--- config.mk ---
export PLATFORM = sky130hd
export DESIGN_NAME = fetch_stage_flat
export DESIGN_NICKNAME = d
export VERILOG_FILES = /design/src/rtl/fetch_if.sv /design/src/rtl/fetch_stage.sv /design/src/flat_wrapper.sv
export SDC_FILE = /design/constraint.sdc
export NUM_CORES = 1
export LEC_CHECK = 0
export ABC_AREA = 1
export CORE_UTILIZATION = 36
export CTS_BUF_LIST = sky130_fd_sc_hd__clkbuf_8
export CTS_CLUSTER_DIAMETER = 100
export DETAILED_ROUTE_END_ITERATION = 8
export PLACE_DENSITY = 0.69
export SLEW_MARGIN = 15
export SYNTH_ARGS = -nofsm -noshare
export SYNTH_HDL_FRONTEND = slang
export SYNTH_SLANG_ARGS = --single-unit
--- constraint.sdc ---
create_clock -name clk -period 2.7 [get_ports clk]
set_input_delay 0.27 -clock clk [delete_from_list [all_inputs] [get_ports clk]]
set_output_delay 0.27 -clock clk [all_outputs]
set_load 0.02 [all_outputs]
--- src/rtl/fetch_if.sv ---
// Fetch-stage bus: instruction-memory port, decode-side controls and the IF/ID register outputs.
interface fetch_if;
  logic [31:0] imem_addr;
  logic [31:0] imem_rdata;
  logic        stall;
  logic        redirect;
  logic [31:0] redirect_pc;
  logic [31:0] pc;
  logic [31:0] id_instr;
  logic [31:0] id_pc;
  logic        id_valid;
  logic        id_err;

  modport master (
    input  imem_rdata, stall, redirect, redirect_pc,
    output imem_addr, pc, id_instr, id_pc, id_valid, id_err
  );

  modport slave (
    output imem_rdata, stall, redirect, redirect_pc,
    input  imem_addr, pc, id_instr, id_pc, id_valid, id_err
  );
endinterface

--- src/rtl/fetch_stage.sv ---
// Instruction-fetch stage: owns the PC, addresses the instruction memory and
// loads the IF/ID register with priority redirect > stall > advance.
module fetch_stage #(
  parameter logic [31:0] RESET_PC   = 32'h0000_0000,
  parameter int unsigned IMEM_BYTES = 256,
  parameter logic [31:0] NOP_INSTR  = 32'h0000_0000
) (
  input logic     clk,
  input logic     rst_n,
  fetch_if.master bus
);

  localparam int unsigned W_ADDR    = 32;
  localparam logic [31:0] LAST_ADDR = W_ADDR'(IMEM_BYTES - 4);

  logic [31:0] r_pc;
  logic [31:0] r_id_instr;
  logic [31:0] r_id_pc;
  logic        r_id_valid;
  logic        r_id_err;

  logic [31:0] w_pc_next;
  logic [31:0] w_id_instr_next;
  logic [31:0] w_id_pc_next;
  logic        w_id_valid_next;
  logic        w_id_err_next;
  logic        w_fetch_bad;

  // Misaligned or past the last full word: slot issues as a flagged NOP.
  assign w_fetch_bad = (r_pc[1:0] != 2'b00) || (r_pc > LAST_ADDR);

  always_comb begin
    w_pc_next       = r_pc;
    w_id_instr_next = r_id_instr;
    w_id_pc_next    = r_id_pc;
    w_id_valid_next = r_id_valid;
    w_id_err_next   = r_id_err;
    if (bus.redirect) begin
      w_pc_next       = {bus.redirect_pc[31:2], 2'b00};
      w_id_instr_next = NOP_INSTR;
      w_id_pc_next    = r_pc;
      w_id_valid_next = 1'b0;
      w_id_err_next   = 1'b0;
    end else if (!bus.stall) begin
      w_pc_next       = r_pc + W_ADDR'(4);
      w_id_instr_next = w_fetch_bad ? NOP_INSTR : bus.imem_rdata;
      w_id_pc_next    = r_pc;
      w_id_valid_next = 1'b1;
      w_id_err_next   = w_fetch_bad;
    end
  end

  always_ff @(posedge clk or negedge rst_n) begin
    if (!rst_n) begin
      r_pc       <= RESET_PC;
      r_id_instr <= NOP_INSTR;
      r_id_pc    <= '0;
      r_id_valid <= 1'b0;
      r_id_err   <= 1'b0;
    end else begin
      r_pc       <= w_pc_next;
      r_id_instr <= w_id_instr_next;
      r_id_pc    <= w_id_pc_next;
      r_id_valid <= w_id_valid_next;
      r_id_err   <= w_id_err_next;
    end
  end

  assign bus.imem_addr = r_pc;
  assign bus.pc        = r_pc;
  assign bus.id_instr  = r_id_instr;
  assign bus.id_pc     = r_id_pc;
  assign bus.id_valid  = r_id_valid;
  assign bus.id_err    = r_id_err;

endmodule

--- src/flat_wrapper.sv ---
// flat-port wrapper written by rule: the top's interface ports become plain ports
module fetch_stage_flat 
#(
  parameter logic [31:0] RESET_PC   = 32'h0000_0000,
  parameter int unsigned IMEM_BYTES = 256,
  parameter logic [31:0] NOP_INSTR  = 32'h0000_0000
)
  (clk, rst_n, bus_imem_rdata, bus_stall, bus_redirect, bus_redirect_pc, bus_imem_addr, bus_pc, bus_id_instr, bus_id_pc, bus_id_valid, bus_id_err);
  fetch_if bus_i ();
  input logic clk;
  input logic rst_n;
  input wire logic [$bits(bus_i.imem_rdata)-1:0] bus_imem_rdata;
  input wire logic [$bits(bus_i.stall)-1:0] bus_stall;
  input wire logic [$bits(bus_i.redirect)-1:0] bus_redirect;
  input wire logic [$bits(bus_i.redirect_pc)-1:0] bus_redirect_pc;
  output wire logic [$bits(bus_i.imem_addr)-1:0] bus_imem_addr;
  output wire logic [$bits(bus_i.pc)-1:0] bus_pc;
  output wire logic [$bits(bus_i.id_instr)-1:0] bus_id_instr;
  output wire logic [$bits(bus_i.id_pc)-1:0] bus_id_pc;
  output wire logic [$bits(bus_i.id_valid)-1:0] bus_id_valid;
  output wire logic [$bits(bus_i.id_err)-1:0] bus_id_err;
  assign bus_i.imem_rdata = bus_imem_rdata;
  assign bus_i.stall = bus_stall;
  assign bus_i.redirect = bus_redirect;
  assign bus_i.redirect_pc = bus_redirect_pc;
  assign bus_imem_addr = bus_i.imem_addr;
  assign bus_pc = bus_i.pc;
  assign bus_id_instr = bus_i.id_instr;
  assign bus_id_pc = bus_i.id_pc;
  assign bus_id_valid = bus_i.id_valid;
  assign bus_id_err = bus_i.id_err;
  fetch_stage #(.RESET_PC(RESET_PC), .IMEM_BYTES(IMEM_BYTES), .NOP_INSTR(NOP_INSTR)) u_core (.clk(clk), .rst_n(rst_n), .bus(bus_i));
endmodule
==> impl_metrics.tcl, run 1 <==
set metrics [dict create \
    power_density_nw_per_um2 513 \
    fin_nets 897 \
    crit_chain "ha_1 > nand2_1 > nor2_4 > nand2_2 > nor2_2 > nand2_1 > nand2_1 > nand3_1 > nand2_1 > nand2_1" \
    multi_input_area_um2 2150 \
    grt_usage 0.209 \
    min_path_type "in2reg" \
    grt_max_degree 73 \
    dp.cells 992 \
    ant_nets 0 \
    core-area_um2 13400 \
    drc 0 \
    firstDrtPassIters 5 \
    clk_transition_reported_paths_ns 0.09 \
    fin_tns_setup_ns 0 \
    worstPathArrival_ns 2.16 \
    finalClockSkew_ns 0.0111 \
    drv_slew 0 \
    cpMostUsedCell "nand2_1" \
    drtIter0Drc 288 \
    tightest_slew_ns 0.609 \
    yosys-top-cells-count "nand2_1 (259), dfrtp_1 (94), nor2_1 (57), o21ai_0 (57), nand3_1 (47)" \
    fin_crit_ns 1.90 \
    crit_slowest_cell "dfrtp_1" \
    pre_cts_ws_ns 0.541 \
    stdcell_count 1009 \
    hold_viol_final 0 \
    cts_buffer_depth 2 \
    synth_area_leaders "dfrtp_1 (47%), nand2_1 (19%), o21ai_0 (5.7%), buf_4 (5.5%), nand3_1 (4.7%)" \
    grt_overflow_total 0 \
    critPathMaxFanout 9 \
    setup_viol 0 \
    p_leak_nw 3.02 \
    synth-seq-cells 94 \
    start_kind "register" \
    n_fill_cell 1298 \
    layout-drive-gt1-share 0.0576 \
    dr_total_vias 4782 \
    yosys.area_share.simple 0.328 \
    path_class "reg2reg" \
    fp.dieArea_um2 14400 \
    cts_buffers 9 \
    status "completed" \
    cts_sinks 94 \
    seq_area_um2 2350 \
    synthMuxAreaShare 0 \
    rsz0062_at_grt "no" \
    cts-root-buf "clkbuf_8" \
    grt_pass1_vias 4459 \
    wire_per_inst_um 14.8 \
    critPathBufInv 0 \
    num_rows 42 \
    ys_seq_area_frac 0.468 \
    grt_pass1_wl_mm 23.5 \
    syn_area_um2 5020 \
    wl_mm 14.9 \
    synth_edf_count 0 \
    synth_compound_area_frac 0.0904 \
    io_pins 198 \
    synth_flop_cell "dfrtp_1" \
    start_util 0.375 \
    synthAdderAreaFrac 0.00249 \
    max-vdd-ir-drop_uv 270 \
    yosys.cell_count.top_type "nand2_1" \
    whs_ns 0.449 \
    dp_hpwl_mm 10.9 \
    htreeDepth 3 \
    die_x_um 120 \
    ys_warn_count 0 \
    power.total_mw 3.62 \
    cp-end-kind "register" \
    via_per_inst 4.74 \
    yosysTopAreaCell "dfrtp_1" \
    setup_slack_ns 0.805 \
    port_buffers 189 \
    max_freq_mhz 528 \
    crit_family "simple AND/OR/NAND/NOR gates" \
    slowest_delay_ns 0.53 \
    synthArstFlopShare 1.00 \
    avgSynthCellArea_um2 7.42 \
    syn_inst 677 \
    required_ns 2.97 \
    gp_congestion 0.950 \
    synth.top_cell.area_share 0.468 \
    synth_cell_types 30 \
    worstSkewPairLatency_ns 0.38 \
    synth_xor_area_frac 0.00174 \
    grt_antenna_before_repair 0 \
    syn2layout_area_growth_pct 40.5 \
    synth_top_family_by_area "simple AND/OR/NAND/NOR gates" \
    max-slew-margin-rel 0.594 \
    die_h_um 120 \
    cap_violations 0 \
    final.period_utilization 0.702 \
    cts_tree "done" \
    diodes 0 \
    post_cts_resized 0 \
]
cells in the final DEF, fill, tap and decap left out, types with 6 or more instances in the layout:
cell and instances:
nor2_1 57, nand4_1 8, nand3_1 47, nand2_1 259
buf_4 7, conb_1 6, clkbuf_8 10, o21ai_0 57
nor2_2 6, a21oi_1 6, dfrtp_1 94, clkdlybuf4s50_1 188
inv_1 39, o21ai_1 11, o211ai_1 7
report_power, final:
group,leakage (nW),switching (mW),total [mW],internal [mW]
clock network,0.0997,0.509,0.959,0.450
registers,1.21,0.142,1.66,1.52
logic,1.71,0.548,1.01,0.458
total,3.02,1.20,3.62,2.42
final cells by class:
type	count	area share
well taps	176	0.0312
multi-input cells	484	0.304
clock buffers	10	0.0195
repair buffers	198	0.281
flip-flops and latches	94	0.333
clock inverters	6	0.00887
inverters	41	0.0218
layer usage:
layer | global-route usage | up-vias | share of wire
li1 | - | 2409 | -
met1 | 0.290 | 2190 | 0.47
met2 | 0.325 | 166 | 0.46
met3 | 0.0423 | 17 | 0.059
met4 | 0.0664 | 0 | 0.016
met5 | 0 | - | 0
tightest hold or removal path, delay by kind of cell:
family          cells  cell delay [ns]
compound gates      1             0.07
simple gates        1             0.06
buf+inv             1             0.39
path summary, 6_finish.rpt:
path | start | to | slack (ns) | depth (start not counted)
setup / recovery | u_core.bus.imem_addr[2] | u_core.bus.imem_addr[28] | 0.80 | 10
hold / removal | bus_imem_rdata[19] | u_core.bus.id_instr[19] | 0.45 | 3
setup reg to reg | u_core.bus.imem_addr[2] | u_core.bus.imem_addr[28] | 0.80 | 10
hold reg to reg | u_core.bus.id_instr[28] | u_core.bus.id_instr[28] | 0.49 | 2
max in group asynchronous | rst_n | u_core.bus.imem_addr[18] | 1.53 | 3
min in group asynchronous | rst_n | u_core.bus.id_instr[16] | 0.46 | 2
state kept, by name, summed over array words and instances, names as in the netlist:
| register | cells |
|---|---|
| u_core.bus.imem_addr | 30 |
| u_core.bus.id_valid | 1 |
| u_core.bus.id_err | 1 |
| u_core.bus.id_pc | 30 |
| u_core.bus.id_instr | 32 |
per-stage QoR:
| step | instance area [µm²] | util |
|---|---|---|
| floorplan | 5040 | - |
| global placement | 6850 | 0.511 |
| detailed placement | 6850 | 0.511 |
| CTS | 7060 | 0.527 |
| global route | 7060 | 0.527 |
| finish | 7060 | 0.527 |
cells by family (layout without fill, tap and decap cells):
| logic type | count (synthesis) | in the layout |
|---|---|---|
| fa+ha+maj | 1 | 1 |
| compound gates | 85 | 85 |
| simple gates | 391 | 391 |
| xor+xnor | 1 | 1 |
| other cells | 1 | 6 |
| flops | 94 | 94 |
| buf+inv | 104 | 255 |
what timing repair did:
item,in CTS,in global routing
hold buffers,1,0
setup buffers,0,0
hold endpoints to repair,44,0
Note: power is estimated with default switching activity, not from simulation.
==> run 2: changes to the inputs <==
clock period = 2 ns   (was 2.7 ns; I/O delays follow)
==> impl_metrics.tcl, run 2 (synthesized netlist as in run 1, its figures left out) <==
set metrics [dict create \
    status "completed" \
    rsz0062_at_grt "no" \
    largest_register_ffs 32 \
    mostFrequentLayoutCells "nand2_1 (259), clkdlybuf4s50_1 (188), dfrtp_1 (94)" \
    final_common_cell "nand2_1" \
    dp.cells 999 \
    fin_crit_ns 1.83 \
    die_x_um 120 \
    cts_sinks 94 \
    start_util 0.375 \
    cts_tree "done" \
    power.total_mw 5.11 \
    grt_overflow_total 0 \
    drc 0 \
    grt_max_degree 68 \
    final_area_um2 7150 \
    grt_pass1_vias 4603 \
    num_rows 42 \
    core-area_um2 13400 \
    wire_per_inst_um 15.0 \
    cts_buffers 9 \
    min_path_type "in2async" \
    cap_violations 0 \
    final_util 0.534 \
    p_leak_nw 3.07 \
    htreeDepth 3 \
    pre_cts_ws_ns 0.176 \
    worstSkewPairLatency_ns 0.39 \
    io_pins 198 \
    cp-end-kind "output pin" \
    via_per_inst 4.80 \
    max_freq_mhz 548 \
    diodes 0 \
    dr_total_vias 4873 \
    fp.dieArea_um2 14400 \
    crit_chain "clkdlybuf4s50_1" \
    grt_pass1_wl_mm 24.4 \
    setup_slack_ns 0.175 \
    grt_antenna_before_repair 0 \
    worstPathArrival_ns 1.63 \
    ant_nets 0 \
    crit_slowest_cell "clkdlybuf4s50_1" \
    required_ns 1.80 \
    fin_nets 904 \
    finalClockSkew_ns 0.0117 \
    wl_mm 15.2 \
    cts-root-buf "clkbuf_8" \
    layout-drive-gt1-share 0.0667 \
    stdcell_count 1016 \
    cts_buffer_depth 2 \
    drv_slew 0 \
    power_density_nw_per_um2 715 \
    port_buffers 189 \
    fin_tns_setup_ns 0 \
    whs_ns 0.184 \
    final.period_utilization 0.913 \
    crit_family "buffers and inverters" \
    clk_transition_reported_paths_ns 0.10 \
    max-vdd-ir-drop_uv 438 \
    start_kind "register" \
    critPathBufInv 1 \
    die_h_um 120 \
    grt_usage 0.219 \
    gp_congestion 0.935 \
    firstDrtPassIters 5 \
    hold_viol_final 0 \
    setup_viol 0 \
    n_fill_cell 1304 \
    place_area_um2 6910 \
    critPathMaxFanout 9 \
    drtIter0Drc 352 \
    path_class "reg2out" \
    dp_hpwl_mm 11.2 \
    syn2layout_area_growth_pct 42.4 \
    slowest_delay_ns 0.68 \
]
-- run 2: cell types whose count changed in the layout (fill, tap and decap cells not counted) --
cell,previous run,this run
buf_12,2,3
buf_4,7,13
bufinv_16,1,2
clkinv_2,1,0
clkinv_4,1,2
clkinvlp_4,2,1
inv_1,39,38
inv_6,0,1
-- run 2: cell type report --
type	count	area [µm²]	area share
clock buffer	10	138	0.0192
clock inverter	6	93.8	0.0131
inverter	41	154	0.0215
multi-input combinational	484	2150	0.300
sequential	94	2350	0.329
tap	176	220	0.0308
timing repair buffer	205	2050	0.287
-- run 2: worst paths after layout --
kind | start | end | slack (ns) | cells after the start
min in group clk | bus_imem_rdata[18] | u_core.bus.id_instr[18] | 0.36 | 3
worst min register to register | u_core.bus.id_pc[13] | u_core.bus.id_pc[13] | 0.49 | 2
worst min-delay path | rst_n | u_core.bus.id_instr[19] | 0.18 | 2
max in group asynchronous | rst_n | u_core.bus.id_pc[8] | 1.17 | 3
worst max register to register | u_core.bus.imem_addr[3] | u_core.bus.imem_addr[28] | 0.27 | 10
worst max-delay path | u_core.bus.imem_addr[4] | bus_imem_addr[4] | 0.17 | 1
-- run 2: metal layers --
layer | GRT usage | up-vias | wire length (µm)
met3 | 0.0433 | 23 | 917
met4 | 0.0891 | 0 | 334
met1 | 0.304 | 2231 | 7120
met2 | 0.333 | 198 | 6880
li1 | - | 2421 | -
met5 | 0 | - | 0
-- run 2: timing repair --
| action | 4_1_cts | 5_1_grt |
|---|---|---|
| buffers inserted | 0 | 0 |
| resized for setup | 0 | 0 |
| endpoints found under the setup margin | 0 | 0 |
| hold endpoints to repair | 94 | 0 |
| hold buffers | 1 | 0 |
-- run 2: where the power goes --
group | internal (mW) | switching, mW
Sequential | 2.05 | 0.184
Clock | 0.747 | 0.737
Combinational | 0.636 | 0.760
Total | 3.43 | 1.68
